<file path="config.mk">
export PLATFORM = sky130hd
export DESIGN_NAME = wb_write_arbiter
export DESIGN_NICKNAME = d
export VERILOG_FILES = /design/src/rtl/wb_write_arbiter.sv
export SDC_FILE = /design/constraint.sdc
export NUM_CORES = 1
export LEC_CHECK = 0
export ABC_AREA = 1
export BUFFER_PORTS_ARGS = -buffer_cell sky130_fd_sc_hd__buf_2
export CAP_MARGIN = 20
export CORE_MARGIN = 2
export CORE_UTILIZATION = 47
export DETAILED_ROUTE_END_ITERATION = 6
export GPL_TIMING_DRIVEN = 0
export HOLD_SLACK_MARGIN = 0.1
export PLACE_DENSITY = 0.67
export SETUP_SLACK_MARGIN = 0.1
export SLEW_MARGIN = 20
export SYNTH_ARGS = -nofsm -noshare
export SYNTH_HDL_FRONTEND = slang
export SYNTH_SLANG_ARGS = --single-unit
</file>
<file path="constraint.sdc">
create_clock -name clk -period 8.1 [get_ports clk]
set_clock_uncertainty 0.15 [all_clocks]
set_input_delay 2.025 -clock clk [delete_from_list [all_inputs] [get_ports clk]]
set_output_delay 2.025 -clock clk [all_outputs]
set_load 0.1 [all_outputs]
</file>
<file path="src/rtl/wb_write_arbiter.sv">
// Register-file write-port arbiter: pipeline writeback has priority, and long-latency results queue in a FIFO that drains into idle cycles.
// Optional macro WB_BYPASS_EN lets a long-latency result skip an empty FIFO when the write port is free.
module wb_write_arbiter #(
   parameter int ADDR_W = 5,
   parameter int DATA_W = 32,
   parameter int DEPTH  = 4,
   parameter int CNT_W  = 3
) (
   input  logic              clk,
   input  logic              rst,
   input  logic              pipe_we,
   input  logic [ADDR_W-1:0] pipe_waddr,
   input  logic [DATA_W-1:0] pipe_wdata,
   input  logic              lsrc_valid,
   output logic              lsrc_ready,
   input  logic [ADDR_W-1:0] lsrc_waddr,
   input  logic [DATA_W-1:0] lsrc_wdata,
   input  logic [ADDR_W-1:0] chk_addr1,
   input  logic [ADDR_W-1:0] chk_addr2,
   output logic              chk_busy1,
   output logic              chk_busy2,
   output logic              we,
   output logic [ADDR_W-1:0] waddr,
   output logic [DATA_W-1:0] wdata,
   output logic [CNT_W-1:0]  fifo_count
);

   localparam int PTR_W = (DEPTH > 1) ? $clog2(DEPTH) : 1;

   logic [ADDR_W-1:0] fifo_addr_q [DEPTH];
   logic [DATA_W-1:0] fifo_data_q [DEPTH];
   logic [DEPTH-1:0]  vld_q, vld_d;
   logic [PTR_W-1:0]  wr_ptr_q, wr_ptr_d, rd_ptr_q, rd_ptr_d;
   logic [CNT_W-1:0]  count_q, count_d;
   logic              we_q, we_d;
   logic [ADDR_W-1:0] waddr_q, waddr_d;
   logic [DATA_W-1:0] wdata_q, wdata_d;

   logic pipe_fire, full, empty, accept, bypass, push, pop;

   assign pipe_fire  = pipe_we && (pipe_waddr != '0);
   assign full       = (count_q == CNT_W'(DEPTH));
   assign empty      = (count_q == '0);
   assign lsrc_ready = !rst && !full;
   // Register-0 results are handshaken but never stored.
   assign accept     = lsrc_valid && lsrc_ready && (lsrc_waddr != '0);
   assign pop        = !pipe_fire && !empty;
`ifdef WB_BYPASS_EN
   assign bypass     = accept && empty && !pipe_fire;
`else
   assign bypass     = 1'b0;
`endif
   assign push       = accept && !bypass;

   always_comb begin
      we_d     = 1'b0;
      waddr_d  = waddr_q;
      wdata_d  = wdata_q;
      wr_ptr_d = wr_ptr_q;
      rd_ptr_d = rd_ptr_q;
      vld_d    = vld_q;
      if (pipe_fire) begin
         we_d    = 1'b1;
         waddr_d = pipe_waddr;
         wdata_d = pipe_wdata;
      end else if (pop) begin
         we_d    = 1'b1;
         waddr_d = fifo_addr_q[rd_ptr_q];
         wdata_d = fifo_data_q[rd_ptr_q];
      end else if (bypass) begin
         we_d    = 1'b1;
         waddr_d = lsrc_waddr;
         wdata_d = lsrc_wdata;
      end
      // Push and pop never share a slot: push needs not-full, pop needs not-empty.
      if (push) begin
         wr_ptr_d        = wr_ptr_q + PTR_W'(1);
         vld_d[wr_ptr_q] = 1'b1;
      end
      if (pop) begin
         rd_ptr_d        = rd_ptr_q + PTR_W'(1);
         vld_d[rd_ptr_q] = 1'b0;
      end
      count_d = count_q + CNT_W'(push) - CNT_W'(pop);
   end

   always_ff @(posedge clk) begin
      if (rst) begin
         we_q     <= 1'b0;
         waddr_q  <= '0;
         wdata_q  <= '0;
         wr_ptr_q <= '0;
         rd_ptr_q <= '0;
         vld_q    <= '0;
         count_q  <= '0;
      end else begin
         we_q     <= we_d;
         waddr_q  <= waddr_d;
         wdata_q  <= wdata_d;
         wr_ptr_q <= wr_ptr_d;
         rd_ptr_q <= rd_ptr_d;
         vld_q    <= vld_d;
         count_q  <= count_d;
      end
   end

   always_ff @(posedge clk) begin
      if (push) begin
         fifo_addr_q[wr_ptr_q] <= lsrc_waddr;
         fifo_data_q[wr_ptr_q] <= lsrc_wdata;
      end
   end

   // The output register is deliberately excluded: the register file forwards its write port.
   always_comb begin
      chk_busy1 = 1'b0;
      chk_busy2 = 1'b0;
      for (int i = 0; i < DEPTH; i++) begin
         if (vld_q[i] && (fifo_addr_q[i] == chk_addr1) && (chk_addr1 != '0)) chk_busy1 = 1'b1;
         if (vld_q[i] && (fifo_addr_q[i] == chk_addr2) && (chk_addr2 != '0)) chk_busy2 = 1'b1;
      end
   end

   assign we         = we_q;
   assign waddr      = waddr_q;
   assign wdata      = wdata_q;
   assign fifo_count = count_q;

endmodule

</file>
==> results of run 1 <==
-- critical path: cells and delay by family --
kind | cells | cell delay [ns]
simple gates | 7 | 0.51
buf+inv | 3 | 0.83
-- power by group through the flow --
stage	logic [mW]	clock network, mW	registers (mW)
floorplan	0.523	0	1.61
global placement	1.15	0	1.26
detailed placement	1.17	0	1.26
CTS	1.17	0.858	1.24
global route	1.27	0.898	1.25
finish	1.17	0.854	1.24
-- synth_stat cells (all sizes together) --
| library cell | n |
|---|---|
| o21ai | 46 |
| ha | 10 |
| dfxtp | 51 |
| a21oi | 9 |
| xnor2 | 1 |
| buf | 38 |
| fa | 1 |
| nand3 | 129 |
| clkinv | 1 |
| nor2 | 116 |
| clkbuf | 5 |
| nor3 | 4 |
| inv | 137 |
| nand2 | 355 |
| nand4 | 4 |
| edfxtp | 148 |
-- metal layers --
metal,vias up,share of wire,GRT usage
met5,-,0.00055,0
met4,2,0.021,0.0831
met3,32,0.063,0.0393
met2,234,0.48,0.374
met1,3473,0.44,0.314
li1,3674,-,-
-- worst min-delay path by stage --
stage               depth (start not counted)         to  startpoint
CTS                                         2   wdata[3]    wdata[3]
detailed placement                          2   wdata[3]    wdata[3]
floorplan                                   2   vld_q[0]    vld_q[0]
global route                                2  wdata[25]   wdata[25]
global placement                            2   wdata[0]    wdata[0]
finish                                      2  wdata[16]   wdata[16]
-- registers in the layout, indices dropped and copies added (netlist names), named ones only --
register     cells
vld_q            4
fifo_data_q    128
rd_ptr_q         2
fifo_count       3
wr_ptr_q         2
fifo_addr_q     20
waddr            5
wdata           32
we               1
-- final cells by class --
| class | count | share of cell area |
|---|---|---|
| Inverter | 138 | 0.0481 |
| Buffer | 43 | 0.0208 |
| Clock inverter | 15 | 0.0157 |
| Sequential cell | 199 | 0.505 |
| Clock buffer | 17 | 0.0393 |
| Timing Repair Buffer | 134 | 0.0683 |
| Tap cell | 265 | 0.0307 |
| Multi-Input combinational cell | 675 | 0.271 |
| Antenna cell | 3 | 0.000694 |
-- logic make-up after synthesis --
kind of cell	after synthesis	share of synthesized area
compound gates	55	0.0305
xor+xnor	1	0.000958
fa+ha+maj	11	0.0159
buf+inv	181	0.0816
flops	199	0.598
simple gates	608	0.273
-- metrics by stage --
stage | hold WS (ns) | worst slack, ns | area, um^2 | cells
2_1_floorplan | 0.287 | 2.01 | 9140 | 1055
6_report | 0.315 | 2.56 | 10800 | 1489
5_1_grt | 0.341 | 2.42 | 10800 | 1487
3_5_place_dp | 0.305 | 2.56 | 10200 | 1454
4_1_cts | 0.317 | 2.55 | 10800 | 1486
3_3_place_gp | 0.306 | 2.57 | 10100 | 1450
==> out/metrics.yaml, run 1 <==
internal-power_mw: 1.92
end_kind: "output port"
violations: "design-rule violations"
num_io_pins: 132
power_density_mw_per_mm2: 302
clock.fmax_mhz: 180
fin_nets: 1307
irDropWorstVdd_mv: 0.191
combPwrFrac: 0.359
grt.total_usage: 0.231
p_total_mw: 3.27
detail-route-antenna-nets: 0
hold_buffers: 0
synth_top_area_frac: 0.486
fillers: 1792
fin_tns_setup_ns: 0
grt_pass1_vias: 6695
tightest_slew_ns: 0.668
avgRoutedWirePerCell_um: 15.8
via_count: 7415
drt_iter0_drc: 506
cap_violations: 0
relSlewSlack: 0.555
multi_input_area_mm2: 0.00293
drt_pre_antenna_iters: 7
final_common_cell: "nand2_1"
synth_top_area_cell: "edfxtp_1"
critical_path_class: "input pin to output port"
start_util: 0.474
hold_class: "register to register"
path_max_fanout: 8
clockPowerShare: 0.262
fin_util: 0.561
required_ns: 5.93
r2r-start: "fifo_count[1]"
syn_nets: 1154
cts_tree: "built"
yosys_warnings: 0
status: "finished with violations"
die_h_um: 143
p_seq_frac: 0.379
io_buffer_count: 130
swShare: 0.411
r2r-end: "fifo_count[2]"
setup_viol: 0
regArea_mm2: 0.00547
cts_root_buf: "clkbuf_16"
final_max_slew_viol_count: 0
syn_area_per_cell_um2: 8.66
postCtsResizedCells: 0
cp_cell_sequence: "clkbuf_1 -> inv_1 -> nand2_1 -> nand2_1 -> nor2_1 -> nand3_1 -> nand2_1 -> nor2_1 -> nor2_1 -> buf_2"
switchingPower_mw: 1.34
design.core.area_mm2: 0.0193
worstSkewPairLatency_ns: 0.44
antenna_found_initial: 3
num_rows: 51
finalCriticalPeriod_ns: 5.54
ys_types: 28
min_period_over_period: 0.684
clock_path_buffers: 2
hpwl_um: 16300
wirelength_um: 23600
drive_gt1_frac: 0.181
worstSetupEndpoint: "chk_busy1"
place_congestion: 0.891
postCtsSetupRepairBufs: 0
p_leak_nw: 5.15
synth_area_leaders: "edfxtp_1 49%, nand2_1 14%, dfxtp_1 11%"
hold_viol_final: 0
synth-seq-cells: 199
start_kind: "input pin"
crit_path_max_incr_delay_ns: 0.43
cts.clk_slew.worst_paths_ns: 0.07
vias_per_cell: 4.98
final_cell_mix: "353 x nand2_1, 157 x buf_2, 148 x edfxtp_1"
cts-buffers-inserted: 17
synth.cell_area_mm2: 0.00914
syn2layout_area_growth_pct: 18.3
netlist_instances: 1055
die-width_um: 143
die-area_mm2: 0.0206
crit_path_top_delay_cell: "buf_2"
worst_ep_arrival_time_ns: 3.37
grt_start_max_net_pins: 27
reg2reg_slack_ns: 5.39
yosysSeqAreaShare: 0.598
htreeDepth: 4
critPathLaunch: "chk_addr1[0]"
route.detailed.drc: 2
rsz0062_at_grt: "false"
grt_overflow: 0
grt_first_pass_wirelength_um: 35700
ff2ff_path_depth: 12
clock-sinks: 199
No activity file was read; power rests on OpenSTA's default activity.
==> run 2, diff against run 1 <==
--- a/config.mk
+++ b/config.mk
@@ -13,7 +13,7 @@
 export DETAILED_ROUTE_END_ITERATION = 6
 export GPL_TIMING_DRIVEN = 0
 export HOLD_SLACK_MARGIN = 0.1
-export PLACE_DENSITY = 0.67
+export PLACE_DENSITY = 0.69
 export SETUP_SLACK_MARGIN = 0.1
 export SLEW_MARGIN = 20
 export SYNTH_ARGS = -nofsm -noshare
==> constraint.sdc (replaced) <==
create_clock -name clk -period 4.7 [get_ports clk]
set_clock_uncertainty 0.15 [all_clocks]
set_input_delay 1.175 -clock clk [delete_from_list [all_inputs] [get_ports clk]]
set_output_delay 1.175 -clock clk [all_outputs]
set_load 0.1 [all_outputs]
==> out/metrics.yaml, run 2 (same netlist as run 1, synthesis figures left out) <==
status: "complete, no violations"
hold_buffers: 0  # unchanged
cts_root_buf: "clkbuf_16"
rsz0062_at_grt: "false"
postCtsResizedCells: 0  # unchanged
wirelength_um: 23400  # -0.51%
setup_viol: 0  # unchanged
final_cells: 1488  # -0.067%
path_max_fanout: 8  # unchanged
grt.total_usage: 0.233  # +0.00202
drt_iter0_drc: 676  # +34%
grt_start_max_net_pins: 30  # +11%
fin_tns_setup_ns: 0  # unchanged
clock_path_buffers: 2  # unchanged
critical_path_class: "input pin to output port"
tightest_slew_ns: 0.704  # +0.0355 ns
num_rows: 51  # unchanged
end_kind: "output port"
drive_gt1_frac: 0.182  # +0.000819
switchingPower_mw: 2.28  # +70%
die-width_um: 143  # unchanged
grt_overflow: 0  # unchanged
syn2layout_area_growth_pct: 17.9
hpwl_um: 16400  # +0.64%
clockPowerShare: 0.252  # -0.010
postCtsSetupRepairBufs: 0  # unchanged
p_leak_nw: 5.13  # -0.29%
fin_nets: 1307  # unchanged
cts_tree: "built"
dp.cells: 1454  # unchanged
detail-route-antenna-nets: 0  # unchanged
combPwrFrac: 0.364  # +0.005
die-area_mm2: 0.0206  # unchanged
p_seq_frac: 0.384  # +0.005
final_max_slew_viol_count: 0  # unchanged
final_common_cell: "nand2_1"
io_buffer_count: 130  # unchanged
cap_violations: 0  # unchanged
clock.fmax_mhz: 258
cts-buffers-inserted: 17  # unchanged
relSlewSlack: 0.531  # -0.0237
worst_ep_arrival_time_ns: 2.55  # -0.82 ns
fin_hold_ws_ns: 0.315  # -0.000112 ns
worstSkewPairLatency_ns: 0.43  # about the same
num_io_pins: 132  # unchanged
final_cell_mix: "353 x nand2_1, 157 x buf_2, 148 x edfxtp_1"
finalCriticalPeriod_ns: 3.88
grt_pass1_vias: 6883  # +2.8%
start_util: 0.474  # unchanged
design_area_mm2: 0.0108  # -0.35%
antenna_found_initial: 2  # -1
swShare: 0.412  # +0.00118
clock-sinks: 199  # unchanged
route.detailed.drc: 0  # -2
place_congestion: 0.897  # +0.71%
hold_viol_final: 0  # unchanged
largest_reg_flops: 128  # unchanged
via_count: 7427  # +0.16%
min_period_over_period: 0.825
power_density_mw_per_mm2: 515  # +70%
fin_util: 0.559  # -0.00195
grt_first_pass_wirelength_um: 36100  # +1.1%
internal-power_mw: 3.26  # +69%
drt_pre_antenna_iters: 4  # -3
ff2ff_path_depth: 12  # unchanged
vias_per_cell: 4.99  # +0.23%
hold_depth: 2  # unchanged
design.core.area_mm2: 0.0193  # unchanged
cts.clk_slew.worst_paths_ns: 0.07  # about the same
irDropWorstVdd_mv: 0.334  # +74%
die_h_um: 143  # unchanged
htreeDepth: 4  # unchanged
largest_register: "fifo_data_q"
start_kind: "input pin"
avgRoutedWirePerCell_um: 15.7  # -0.44%
dpl-instance-area_mm2: 0.0102  # about the same
hold_class: "register to register"
required_ns: 3.38  # -2.55 ns
-- run 2: changes by cell type in the layout (fill, tap and decap cells not counted), sizes merged --
cell / delta
clkinvlp: +1
diode: -1
bufinv: -1
-- run 2: critical path: stages --
cell      delay, ns
clkbuf_1       0.30
inv_1          0.13
nand2_1        0.08
nand2_1        0.04
nor2_1         0.12
nand3_1        0.09
nand2_1        0.06
nor2_1         0.04
nor2_1         0.08
buf_2          0.43
-- run 2: through the flow --
step,setup WS [ns],power (mW)
2_1_floorplan,0.307,3.67
3_3_place_gp,0.865,4.14
3_5_place_dp,0.839,4.18
4_1_cts,0.844,5.56
5_1_grt,0.649,5.82
6_report,0.823,5.54
-- run 2: area by class of cell --
cell class	instances	area, um^2
fillers	1792	8490
repair buffers	134	731
inverters	138	520
plain buffers	43	225
multi-input cells	675	2930
clock inverters	15	143
well taps	265	332
flip-flops and latches	199	5470
diodes	2	5.00
clock buffers	17	425
-- run 2: final timing paths --
path,start,end,slack [ns]
worst min register to register,wdata[6],wdata[6],0.31
worst max register to register,fifo_count[1],fifo_count[2],1.99
worst max-delay path,chk_addr1[0],chk_busy1,0.82
worst min-delay path,wdata[6],wdata[6],0.31
-- run 2: per-layer routing --
metal  up-vias  global-route usage  part of all wire
li1       3671                   -                 -
met1      3464               0.313              0.43
met2       250               0.378              0.48
met3        40              0.0443             0.065
met4         2              0.0851             0.024
met5         -                   0           0.00055
-- run 2: power groups by stage --
stage	Clock (mW)	Sequential, mW	Combinational (mW)
after floorplan	0	2.77	0.901
after global placement	0	2.17	1.97
after detailed placement	0	2.17	2.01
after CTS	1.42	2.13	2.02
after global routing	1.49	2.15	2.18
final	1.40	2.13	2.02
==> run 3, diff against run 2 <==
==> constraint.sdc (replaced) <==
create_clock -name clk -period 3.45 [get_ports clk]
set_clock_uncertainty 0.15 [all_clocks]
set_input_delay 0.8625 -clock clk [delete_from_list [all_inputs] [get_ports clk]]
set_output_delay 0.8625 -clock clk [all_outputs]
set_load 0.1 [all_outputs]
==> out/metrics.yaml, run 3 (same netlist as run 1, synthesis figures left out) <==
grt.total_usage: 0.232  # -0.000407
antenna_found_initial: 2  # unchanged
finalCriticalPeriod_ns: 3.15
r2r-end: "fifo_count[2]"
vias_per_cell: 4.98  # -0.22%
io_buffer_count: 130  # unchanged
power_density_mw_per_mm2: 722  # +40%
irDropWorstVdd_mv: 0.430  # +29%
status: "complete, no violations"
critPathLaunch: "chk_addr1[0]"
hold_buffers: 0  # unchanged
num_io_pins: 132  # unchanged
start_kind: "input pin"
grt_start_max_net_pins: 30  # unchanged
path_max_fanout: 8  # unchanged
worstSetupEndpoint: "chk_busy1"
rsz0062_at_grt: "false"
worst_ep_arrival_time_ns: 2.13  # -0.42 ns
cts.clk_slew.worst_paths_ns: 0.07  # about the same
end_kind: "output port"
cap_violations: 0  # unchanged
syn2layout_area_growth_pct: 19.0
min_period_over_period: 0.912
hpwl_um: 16200  # -1.4%
design.core.area_mm2: 0.0193  # unchanged
worstSkewPairLatency_ns: 0.44  # about the same
hold_viol_final: 0  # unchanged
drt_iter0_drc: 706  # +4.4%
largest_register: "fifo_data_q"
num_rows: 51  # unchanged
cts_tree: "built"
die-area_mm2: 0.0206  # unchanged
reg2reg_slack_ns: 0.68  # -1.31 ns
final_cell_mix: "353 x nand2_1, 156 x buf_2, 148 x edfxtp_1"
tightest_slew_ns: 0.620  # -0.0840 ns
ff2ff_path_depth: 12  # unchanged
route.detailed.drc: 0  # unchanged
wirelength_um: 23300  # -0.64%
grt_first_pass_wirelength_um: 35900  # -0.63%
fillers: 1765  # -1.5%
largest_reg_flops: 128  # unchanged
fin_nets: 1307  # unchanged
clockPowerShare: 0.281  # +0.029
cts-buffers-inserted: 17  # unchanged
relSlewSlack: 0.587  # +0.0560
swShare: 0.395  # -0.0167
cts_root_buf: "clkbuf_16"
p_seq_frac: 0.370  # -0.014
drive_gt1_frac: 0.184  # +0.00246
clock.fmax_mhz: 318
final_max_slew_viol_count: 0  # unchanged
clock_path_buffers: 2  # unchanged
die-width_um: 143  # unchanged
internal-power_mw: 4.75  # +46%
htreeDepth: 4  # unchanged
p_leak_nw: 5.17  # +0.79%
detail-route-antenna-nets: 0  # unchanged
r2r-start: "fifo_count[1]"
hold_class: "register to register"
place_congestion: 0.899  # +0.19%
final_common_cell: "nand2_1"
grt_pass1_vias: 6938  # +0.80%
fin_tns_setup_ns: 0  # unchanged
drt_pre_antenna_iters: 5  # +1
die_h_um: 143  # unchanged
avgRoutedWirePerCell_um: 15.7  # -0.58%
required_ns: 2.44  # -0.94 ns
grt_overflow: 0  # unchanged
setup_viol: 0  # unchanged
min_from: "wdata[2]"
switchingPower_mw: 3.11  # +36%
fin_hold_ws_ns: 0.315  # +0.000412 ns
clock-sinks: 199  # unchanged
via_count: 7406  # -0.28%
start_util: 0.474  # unchanged
critical_path_class: "input pin to output port"
combPwrFrac: 0.349  # -0.015
[run 3: cell count changes in the layout (fill, tap and decap cells not counted), moves of 2 or more]
cell	change
clkinv_2	-2
nor2_1	-2
bufinv_16	+4
inv_8	-3
dfxtp_2	+2
inv_6	+2
nor2_2	+2
clkinv_4	-2
dfxtp_1	-2
[run 3: worst min-delay path by stage]
stage	to	cells past startpoint
3_3_place_gp	wdata[2]	2
4_1_cts	wdata[2]	2
3_5_place_dp	wdata[2]	2
2_1_floorplan	vld_q[0]	2
6_report	wdata[2]	2
5_1_grt	vld_q[1]	2
[run 3: layout make-up]
cell class,count,area (um^2),share of cell area
inverters,138,520,0.0478
multi-input cells,675,2940,0.270
clock buffers,18,439,0.0404
flip-flops and latches,199,5470,0.503
plain buffers,43,225,0.0207
well taps,265,332,0.0305
diodes,1,2.50,0.000230
repair buffers,134,733,0.0674
clock inverters,14,218,0.0200
[run 3: metrics by stage]
step / power [mW] / util / setup WS, ns / cell area (um^2) / cells
3_5_place_dp: 5.68 / 0.530 / 0.221 / 10200 / 1454
5_1_grt: 8.22 / 0.564 / 0.178 / 10900 / 1486
4_1_cts: 7.87 / 0.564 / 0.216 / 10900 / 1486
3_3_place_gp: 5.64 / 0.526 / 0.118 / 10100 / 1450
2_1_floorplan: 5.01 / - / 0.127 / 9160 / 1055
6_report: 7.85 / 0.565 / 0.303 / 10900 / 1487
[run 3: metal layers]
metal	up-vias	track usage	wire, um
met4	0	0.0908	633
li1	3670	-	-
met5	-	0	0
met3	48	0.0450	1750
met2	289	0.381	11200
met1	3399	0.306	9710
[run 3: timing repair]
item,in CTS,in global routing
setup buffers,0,0
resized for setup,0,1
endpoints found under the setup margin,0,1
[run 3: worst max-delay path, stage by stage]
cell	delay [ns]
clkbuf_1	0.29
inv_1	0.11
nand2_1	0.09
nand2_1	0.05
nor2_1	0.12
nand3_1	0.09
nand2_1	0.07
nor2_1	0.05
nor2_2	0.07
clkbuf_4	0.33
[run 3: power groups by stage]
stage	clock, mW	combinational (mW)	sequential (mW)
global route	2.32	2.97	2.93
finish	2.21	2.74	2.91
detailed placement	0	2.72	2.96
CTS	2.22	2.74	2.91
global placement	0	2.68	2.96
floorplan	0	1.23	3.78
